File: src/rtl/mem_lsu.sv
// rtl/mem_lsu.sv - memory-access stage: pass-through, data-bus req/ack, big-endian lane steering
module mem_lsu #(
    parameter int TIMEOUT = 16
) (
    input  logic        clk,
    input  logic        reset,
    input  logic [5:0]  stall,
    input  logic        flush,
    input  logic        ex_we,
    input  logic [4:0]  ex_waddr,
    input  logic [31:0] ex_wdata,
    input  logic        ex_whilo,
    input  logic [31:0] ex_hi,
    input  logic [31:0] ex_lo,
    input  logic [3:0]  ex_memop,
    input  logic [31:0] ex_maddr,
    input  logic [31:0] ex_sdata,
    output logic        dm_req,
    output logic        dm_we,
    output logic [31:0] dm_addr,
    output logic [3:0]  dm_sel,
    output logic [31:0] dm_wdata,
    input  logic        dm_ack,
    input  logic [31:0] dm_rdata,
    output logic        mem_we,
    output logic [4:0]  mem_waddr,
    output logic [31:0] mem_wdata,
    output logic        mem_whilo,
    output logic [31:0] mem_hi,
    output logic [31:0] mem_lo,
    output logic        mem_stallreq,
    output logic        mem_excp_ade,
    output logic        mem_bus_err
);
    localparam int CW = (TIMEOUT > 1) ? $clog2(TIMEOUT) : 1;

    typedef enum logic [1:0] {IDLE, BUSY, DONE} state_t;

    state_t        state, state_nx;
    logic [CW-1:0] cnt;
    logic [31:0]   result;
    logic          squash, timed_out;

    logic          is_load, is_store, is_mem, misalign, launch, timeout;
    logic [1:0]    size;
    logic [3:0]    sel_c;
    logic [31:0]   wdata_c, load_c;
    logic [7:0]    byte_v;
    logic [15:0]   half_v;
    logic          stall_unused;

    assign stall_unused = ^stall[4:0];

    always_comb begin
        is_load  = 1'b0;
        is_store = 1'b0;
        size     = 2'd2;
        case (ex_memop)
            4'd1, 4'd2: begin is_load = 1'b1;  size = 2'd0; end
            4'd3, 4'd4: begin is_load = 1'b1;  size = 2'd1; end
            4'd5:       begin is_load = 1'b1;  size = 2'd2; end
            4'd6:       begin is_store = 1'b1; size = 2'd0; end
            4'd7:       begin is_store = 1'b1; size = 2'd1; end
            4'd8:       begin is_store = 1'b1; size = 2'd2; end
            default: ;
        endcase
        is_mem   = is_load | is_store;
        misalign = is_mem && ((size == 2'd1 && ex_maddr[0]) ||
                              (size == 2'd2 && ex_maddr[1:0] != 2'b00));
        launch   = (state == IDLE) && is_mem && !misalign && !flush;
        timeout  = (state == BUSY) && !dm_ack && (cnt == CW'(TIMEOUT - 1));
    end

    // Big-endian lanes: byte 0 lives in bits 31:24.
    always_comb begin
        sel_c   = 4'b1111;
        wdata_c = ex_sdata;
        case (size)
            2'd0: begin
                sel_c   = 4'b1000 >> ex_maddr[1:0];
                wdata_c = {4{ex_sdata[7:0]}};
            end
            2'd1: begin
                sel_c   = ex_maddr[1] ? 4'b0011 : 4'b1100;
                wdata_c = {2{ex_sdata[15:0]}};
            end
            default: ;
        endcase
        byte_v = dm_rdata[{~ex_maddr[1:0], 3'b000} +: 8];
        half_v = ex_maddr[1] ? dm_rdata[15:0] : dm_rdata[31:16];
        case (ex_memop)
            4'd1:    load_c = {{24{byte_v[7]}}, byte_v};
            4'd2:    load_c = {24'd0, byte_v};
            4'd3:    load_c = {{16{half_v[15]}}, half_v};
            4'd4:    load_c = {16'd0, half_v};
            default: load_c = dm_rdata;
        endcase
    end

    always_comb begin
        state_nx = state;
        case (state)
            IDLE:    if (launch) state_nx = BUSY;
            BUSY:    if (dm_ack || timeout) state_nx = DONE;
            DONE:    if (flush || !stall[5]) state_nx = IDLE;
            default: state_nx = IDLE;
        endcase
    end

    always_ff @(posedge clk) begin
        if (reset) begin
            state     <= IDLE;
            dm_req    <= 1'b0;
            dm_we     <= 1'b0;
            dm_addr   <= 32'd0;
            dm_sel    <= 4'd0;
            dm_wdata  <= 32'd0;
            cnt       <= '0;
            result    <= 32'd0;
            squash    <= 1'b0;
            timed_out <= 1'b0;
        end else begin
            state <= state_nx;
            case (state)
                IDLE: begin
                    cnt       <= '0;
                    squash    <= 1'b0;
                    timed_out <= 1'b0;
                    if (launch) begin
                        dm_req   <= 1'b1;
                        dm_we    <= is_store;
                        dm_addr  <= {ex_maddr[31:2], 2'b00};
                        dm_sel   <= sel_c;
                        dm_wdata <= wdata_c;
                    end
                end
                BUSY: begin
                    cnt <= cnt + CW'(1);
                    if (flush) squash <= 1'b1;
                    // Ack takes priority over a timeout landing in the same cycle.
                    if (dm_ack) begin
                        dm_req <= 1'b0;
                        dm_we  <= 1'b0;
                        result <= load_c;
                    end else if (timeout) begin
                        dm_req    <= 1'b0;
                        dm_we     <= 1'b0;
                        timed_out <= 1'b1;
                    end
                end
                DONE: begin
                    if (state_nx == IDLE) begin
                        squash    <= 1'b0;
                        timed_out <= 1'b0;
                    end
                end
                default: ;
            endcase
        end
    end

    always_comb begin
        mem_we       = ex_we;
        mem_waddr    = ex_waddr;
        mem_wdata    = ex_wdata;
        mem_whilo    = ex_whilo;
        mem_hi       = ex_hi;
        mem_lo       = ex_lo;
        mem_stallreq = 1'b0;
        mem_excp_ade = 1'b0;
        mem_bus_err  = 1'b0;
        if (reset) begin
            mem_we    = 1'b0;
            mem_waddr = 5'd0;
            mem_wdata = 32'd0;
            mem_whilo = 1'b0;
            mem_hi    = 32'd0;
            mem_lo    = 32'd0;
        end else begin
            case (state)
                IDLE: begin
                    if (flush) begin
                        mem_we    = 1'b0;
                        mem_whilo = 1'b0;
                    end else if (misalign) begin
                        mem_excp_ade = 1'b1;
                        mem_we       = 1'b0;
                        mem_whilo    = 1'b0;
                    end else if (is_mem) begin
                        mem_stallreq = 1'b1;
                        mem_we       = 1'b0;
                        mem_whilo    = 1'b0;
                    end
                end
                BUSY: begin
                    mem_stallreq = 1'b1;
                    mem_we       = 1'b0;
                    mem_whilo    = 1'b0;
                end
                DONE: begin
                    if (is_load) mem_wdata = result;
                    if (squash || flush) begin
                        mem_we    = 1'b0;
                        mem_whilo = 1'b0;
                    end else if (timed_out) begin
                        mem_we      = 1'b0;
                        mem_bus_err = 1'b1;
                    end
                end
                default: ;
            endcase
        end
    end
endmodule

File: config.mk
export PLATFORM = sky130hd
export DESIGN_NAME = mem_lsu
export DESIGN_NICKNAME = d
export VERILOG_FILES = /design/src/rtl/mem_lsu.sv
export SDC_FILE = /design/constraint.sdc
export NUM_CORES = 1
export LEC_CHECK = 0
export CAP_MARGIN = 20
export CORE_MARGIN = 3
export CORE_UTILIZATION = 28
export DETAILED_ROUTE_END_ITERATION = 8
export DONT_BUFFER_PORTS = 1
export HOLD_SLACK_MARGIN = 0.05
export MAX_ROUTING_LAYER = met4
export PLACE_DENSITY_LB_ADDON = 0.3
export REMOVE_ABC_BUFFERS = 1
export SYNTH_ARGS = -nofsm -noshare
export SYNTH_HDL_FRONTEND = slang
export SYNTH_SLANG_ARGS = --single-unit
File: constraint.sdc
create_clock -name clk -period 4.1 [get_ports clk]
set_input_delay 0.82 -clock clk [delete_from_list [all_inputs] [get_ports clk]]
set_output_delay 0.82 -clock clk [all_outputs]
set_load 0.02 [all_outputs]
# Word level (Yosys, flattened, before mapping)

Index checks and enable logic that the tools add are counted.

Bits in registers: 108
Input bits: 213
Output and inout port bits: 176
Logic and storage cells: 122

Add/subtract/negate cells: 1
Equality and inequality tests: 19
Shifts and indexed selects: 2
Multiplexer cells: 57
Bitwise operators: 2
Reductions and logical operators: 31

Operators with widths:

| operator              | number |
|---|---|
| $mux W32              | 5 |
| $pmux W32 S4          | 1 |
| $pmux W32 S2          | 1 |
| $mux W1               | 33 |
| $shiftx A32 B6 Y8     | 1 |
| $eq A4 B3 Y1 const B  | 4 |
| $mux W16              | 1 |
| $pmux W4 S2           | 2 |
| $pmux W1 S3           | 4 |
| $ne A2 B2 Y1 const B  | 5 |
| $reduce_or A3 Y1      | 3 |
| $eq A4 B2 Y1 const B  | 2 |
| $eq A4 B4 Y1 const B  | 2 |
| $logic_and A1 B1 Y1   | 8 |
| $logic_not A2 Y1      | 3 |
| $mux W2               | 3 |
| $pmux W1 S2           | 3 |
| $pmux W2 S3           | 1 |
| $reduce_and A3 Y1     | 2 |
| $mux W5               | 1 |
| $reduce_or A5 Y1      | 1 |
| $add A4 B1 Y4 const B | 1 |
| $eq A2 B1 Y1 const B  | 2 |
| $eq A2 B2 Y1 const B  | 2 |
| 13 further kinds      | 21 |

# Depth between registers and ports, before layout

Depth after elaboration: 15
Gate-level depth with buffers: 8
Depth with buffers taken out: 5

# Least setup slack after synthesis

No wires, ideal clock.

Kind: input -> output
From: input ex_memop[0]
To: output mem_stallreq
Data arrival time: 2.400 ns
Required time: 3.280 ns
Path slack: 0.880 ns
Stages on the path: 6
Buffers on the path: 2
Cells stage by stage: buf_4 -> o31a_1 -> nor3b_1 -> buf_2 -> nand3_1 -> a211oi_1

Cells in the longest elaborated chain, start to end: 11
Elaborated cells between the ends (all ways): 27
Classes of those cells: eq/ne (10); mux (8); bitwise (1); reduce/logical (8)

RTL lines:

| element                                      | RTL line | source |
|---|---|---|
| from (decl)                                  | 15       | `input logic [3:0] ex_memop,` |
| $eq A4 B3 Y1, or another cell as far along   | 58       | `case (ex_memop)` |
| $reduce_or A3 Y1 (no source line)            | n/a      |  |
| $pmux W2 S2                                  | 58       |  |
| $eq A2 B1 Y1 or $eq A2 B2 Y1 (tied branches) | 68, 69   |  |
| $logic_and A1 B1 Y1 (on tied branches)       | 68, 69   |  |
| $logic_or A1 B1 Y1                           | 68       | `misalign = is_mem && ((size == 2'd1 && ex_maddr[0]) \|\|` |
| $logic_and A1 B1 Y1                          | 68       |  |
| $mux W1 (*)                                  | 185      | `end else if (misalign) begin` |
| $mux W1 (*)                                  | 182      | `if (flush) begin` |
| $pmux W1 S2 (*)                              | 180      | `case (state)` |
| $mux W1 (*)                                  | 172      | `if (reset) begin` |
| to (decl)                                    | 31       | `output logic mem_stallreq,` |

Every way passes the cells marked *; elsewhere a longest branch is shown, timed or not.

# Final worst setup path

From: input ex_memop[2]
To: output mem_wdata[21]

Cells in the longest elaborated chain, start to end: 6
Elaborated cells between the ends (all ways): 10
Classes of those cells: eq/ne (5); mux (4); reduce/logical (1)

RTL lines:

| element                                    | RTL line | source |
|---|---|---|
| $eq A4 B3 Y1, or another cell as far along | 58       |  |
| $reduce_or A5 Y1 (no source line) (*)      | n/a      |  |
| $mux W1 (*)                                | 58       |  |
| $mux W32 (*)                               | 201      | `if (is_load) mem_wdata = result;` |
| $mux W32 (*)                               | 180      |  |
| $mux W32 (*)                               | 172      |  |
| to (decl)                                  | 27       | `output logic [31:0] mem_wdata,` |

Marked as above.

==> impl_metrics.ini <==
[route]
viasPerCell = 5.60
drcViolationCount = 0
routed_wl_um = 24000
post_drt_wl_per_cell_um = 23.2
final_antenna_net_count = 0
via_count = 5793
firstDrtPassIters = 8
drtIter0Drc = 516

[timing]
rsz0062_at_grt = no
finalSetupViolCount = 0
slew_headroom_pct = 30.9
hold_viol_final = 0
tightest_slew_ps = 1030
maxSlewViolCount = 0
clock.fmax_mhz = 324
post-route-min-period_ps = 3090
finalCritPeriodShare_pct = 75.3
fin_setup_tns_ps = 0
finalClockSkew_ps = 14.2

[synth]
synthFlopType = dfxtp_1
synth_top_area_share_pct = 34.3
syn_inst = 788
ys_warn_count = 0
synthTopCellsByArea = dfxtp_1, nand2_1, nor2b_1, mux2i_1, a21oi_1
yosysTopAreaCell = dfxtp_1
synth_area_per_cell_um2 = 7.99
async_flop_share_pct = 0
synth_most_common_cell = nand2_1
synth_cell_type_count = 58
ys_ff_latch = 108
synth_commonest_cells = nand2_1, dfxtp_1, nor2b_1
synth_edf_count = 0
ys_seq_area_share_pct = 34.3
syn-cell-area_um2 = 6300

[clock_network]
numClockSinks = 108
path_clk_slew_ps = 80
ctsResizeCount = 0
numCtsBuffers = 9
htreeDepth = 3
post_cts_buffers = 0
clk_latency_ps = 360
cts_tree = built
cts_root_buffer = clkbuf_16
cts_hold_buf = 0
clock_path_buffers = 2

[setup_path]
r2r_cells = 6
critPathKind = in2out
r2r-start = state[0]
start_kind = input port
crit_path_start = ex_memop[2]
end_kind = output pin
cp_data_required_time_ps = 3280
arrival_ps = 2270
cp_max_fo = 32

[worst_hold_path]
min_path_type = reg2reg
hp-start = result[5]
hold_path_depth = 2

[global_routing]
grt_pass1_vias = 5539
antenna_found_initial = 4
grtUsageMet3_pct = 7.24
grt_pass1_wl_um = 34000
grt_max_degree = 164
met2_usage_pct = 33.2
top_usage_layer = met2
grt.overflow.total = 0
use_met1_pct = 20.1
grt.total_usage_pct = 18.8

[power_and_ir_drop]
p_leak_uw = 0.00232
p_per_area_nw_per_um2 = 365
vdd_drop_max_uv = 176

[floorplanning]
start_util_pct = 28.7
num_rows = 54
ioPinCount = 389
die_h_um = 156
core_area_um2 = 22000
die_w_um = 156
die-area_um2 = 24300

[final_layout]
drive_gt1_share_pct = 9.05
syn2layout_area_growth_pct = 7.89
nNetsFinal = 960
fin_area_um2 = 6790

[placement]
finalWeightedCongestion = 0.835
dpl-instance-area_um2 = 6460
hpwl_um = 17300
io_buffers = 0

[outcome]
status = complete, no violations

[job]
maxCapViolations = 0
-- power by group --
part	internal, uW	leakage, uW	total (uW)	switching (uW)
sequential	1090	0.000877	1170	73.7
clock	435	0.000145	904	469
combinational	150	0.00129	412	262
-- flip-flops by register name, summed over array words and instances (netlist names) --
register,count
dm_wdata,32
result,32
cnt,4
dm_req,1
dm_we,1
squash,1
dm_sel,4
dm_addr,30
timed_out,1
state,2
-- metrics by stage --
| step | cells | util (%) | hold slack (ps) | setup slack (ps) | power [uW] |
|---|---|---|---|---|---|
| after CTS | 1030 | 30.8 | 499 | 977 | 2520 |
| final | 1035 | 30.9 | 499 | 1010 | 2480 |
| after detailed placement | 1014 | 29.4 | 488 | 959 | 1610 |
| after global placement | 1014 | 29.4 | 479 | 982 | 1600 |
| after global routing | 1034 | 30.9 | 520 | 903 | 2600 |
| after floorplan | 708 | - | 460 | -1080 | 1500 |
-- routing by layer --
layer / vias to the layer above / wire, um
met5: - / 0
met4: 0 / 246
met3: 16 / 2720
met2: 315 / 12500
met1: 2735 / 8570
li1: 2727 / -
-- logic make-up after synthesis --
group	count (synthesis)	synth area share [%]
AO/OA/AOI/OAI	213	23.2
XOR/XNOR	2	0.278
adder cells (fa/ha/maj)	1	0.199
buffers and inverters	86	6.78
flip-flops	108	34.3
multiplexers	57	10.7
other	1	0.0595
AND/OR/NAND/NOR	320	24.5
-- worst max-delay path: stages --
cell	delay, ps
nor3_2	300
nand4b_1	160
buf_4	340
nand2_1	110
a21oi_1	530
-- cells in the final DEF (no fill, tap or decap), drive strengths merged, types with 8 or more instances in the layout --
master  Yosys  routed
nand2     153     153
nor2       38      38
o21ai      16      16
nand3      13      13
a311oi      9       9
mux4        8       8
nor2b      88      88
a211oi     45      45
a31oi      29      29
dfxtp     108     108
buf        33      27
mux2i      46      46
a22oi      11      11
a21oi      68      68
clkbuf     48       9
a222oi     16      16
-- final timing paths --
kind	endpoint	slack [ps]
setup / recovery	mem_wdata[21]	1010
hold / removal	result[5]	500
setup reg to reg	dm_addr[21]	1420
hold reg to reg	result[5]	500
-- final cells by class --
cell class,count,area (um2)
Clock buffer,9,225
Tap cell,280,350
Inverter,5,18.8
Timing Repair Buffer,27,210
Fill cell,2349,15200
Antenna cell,4,10.0
Clock inverter,7,80.1
Sequential cell,108,2160
Multi-Input combinational cell,595,3740
(Power assumes the default switching activity.)
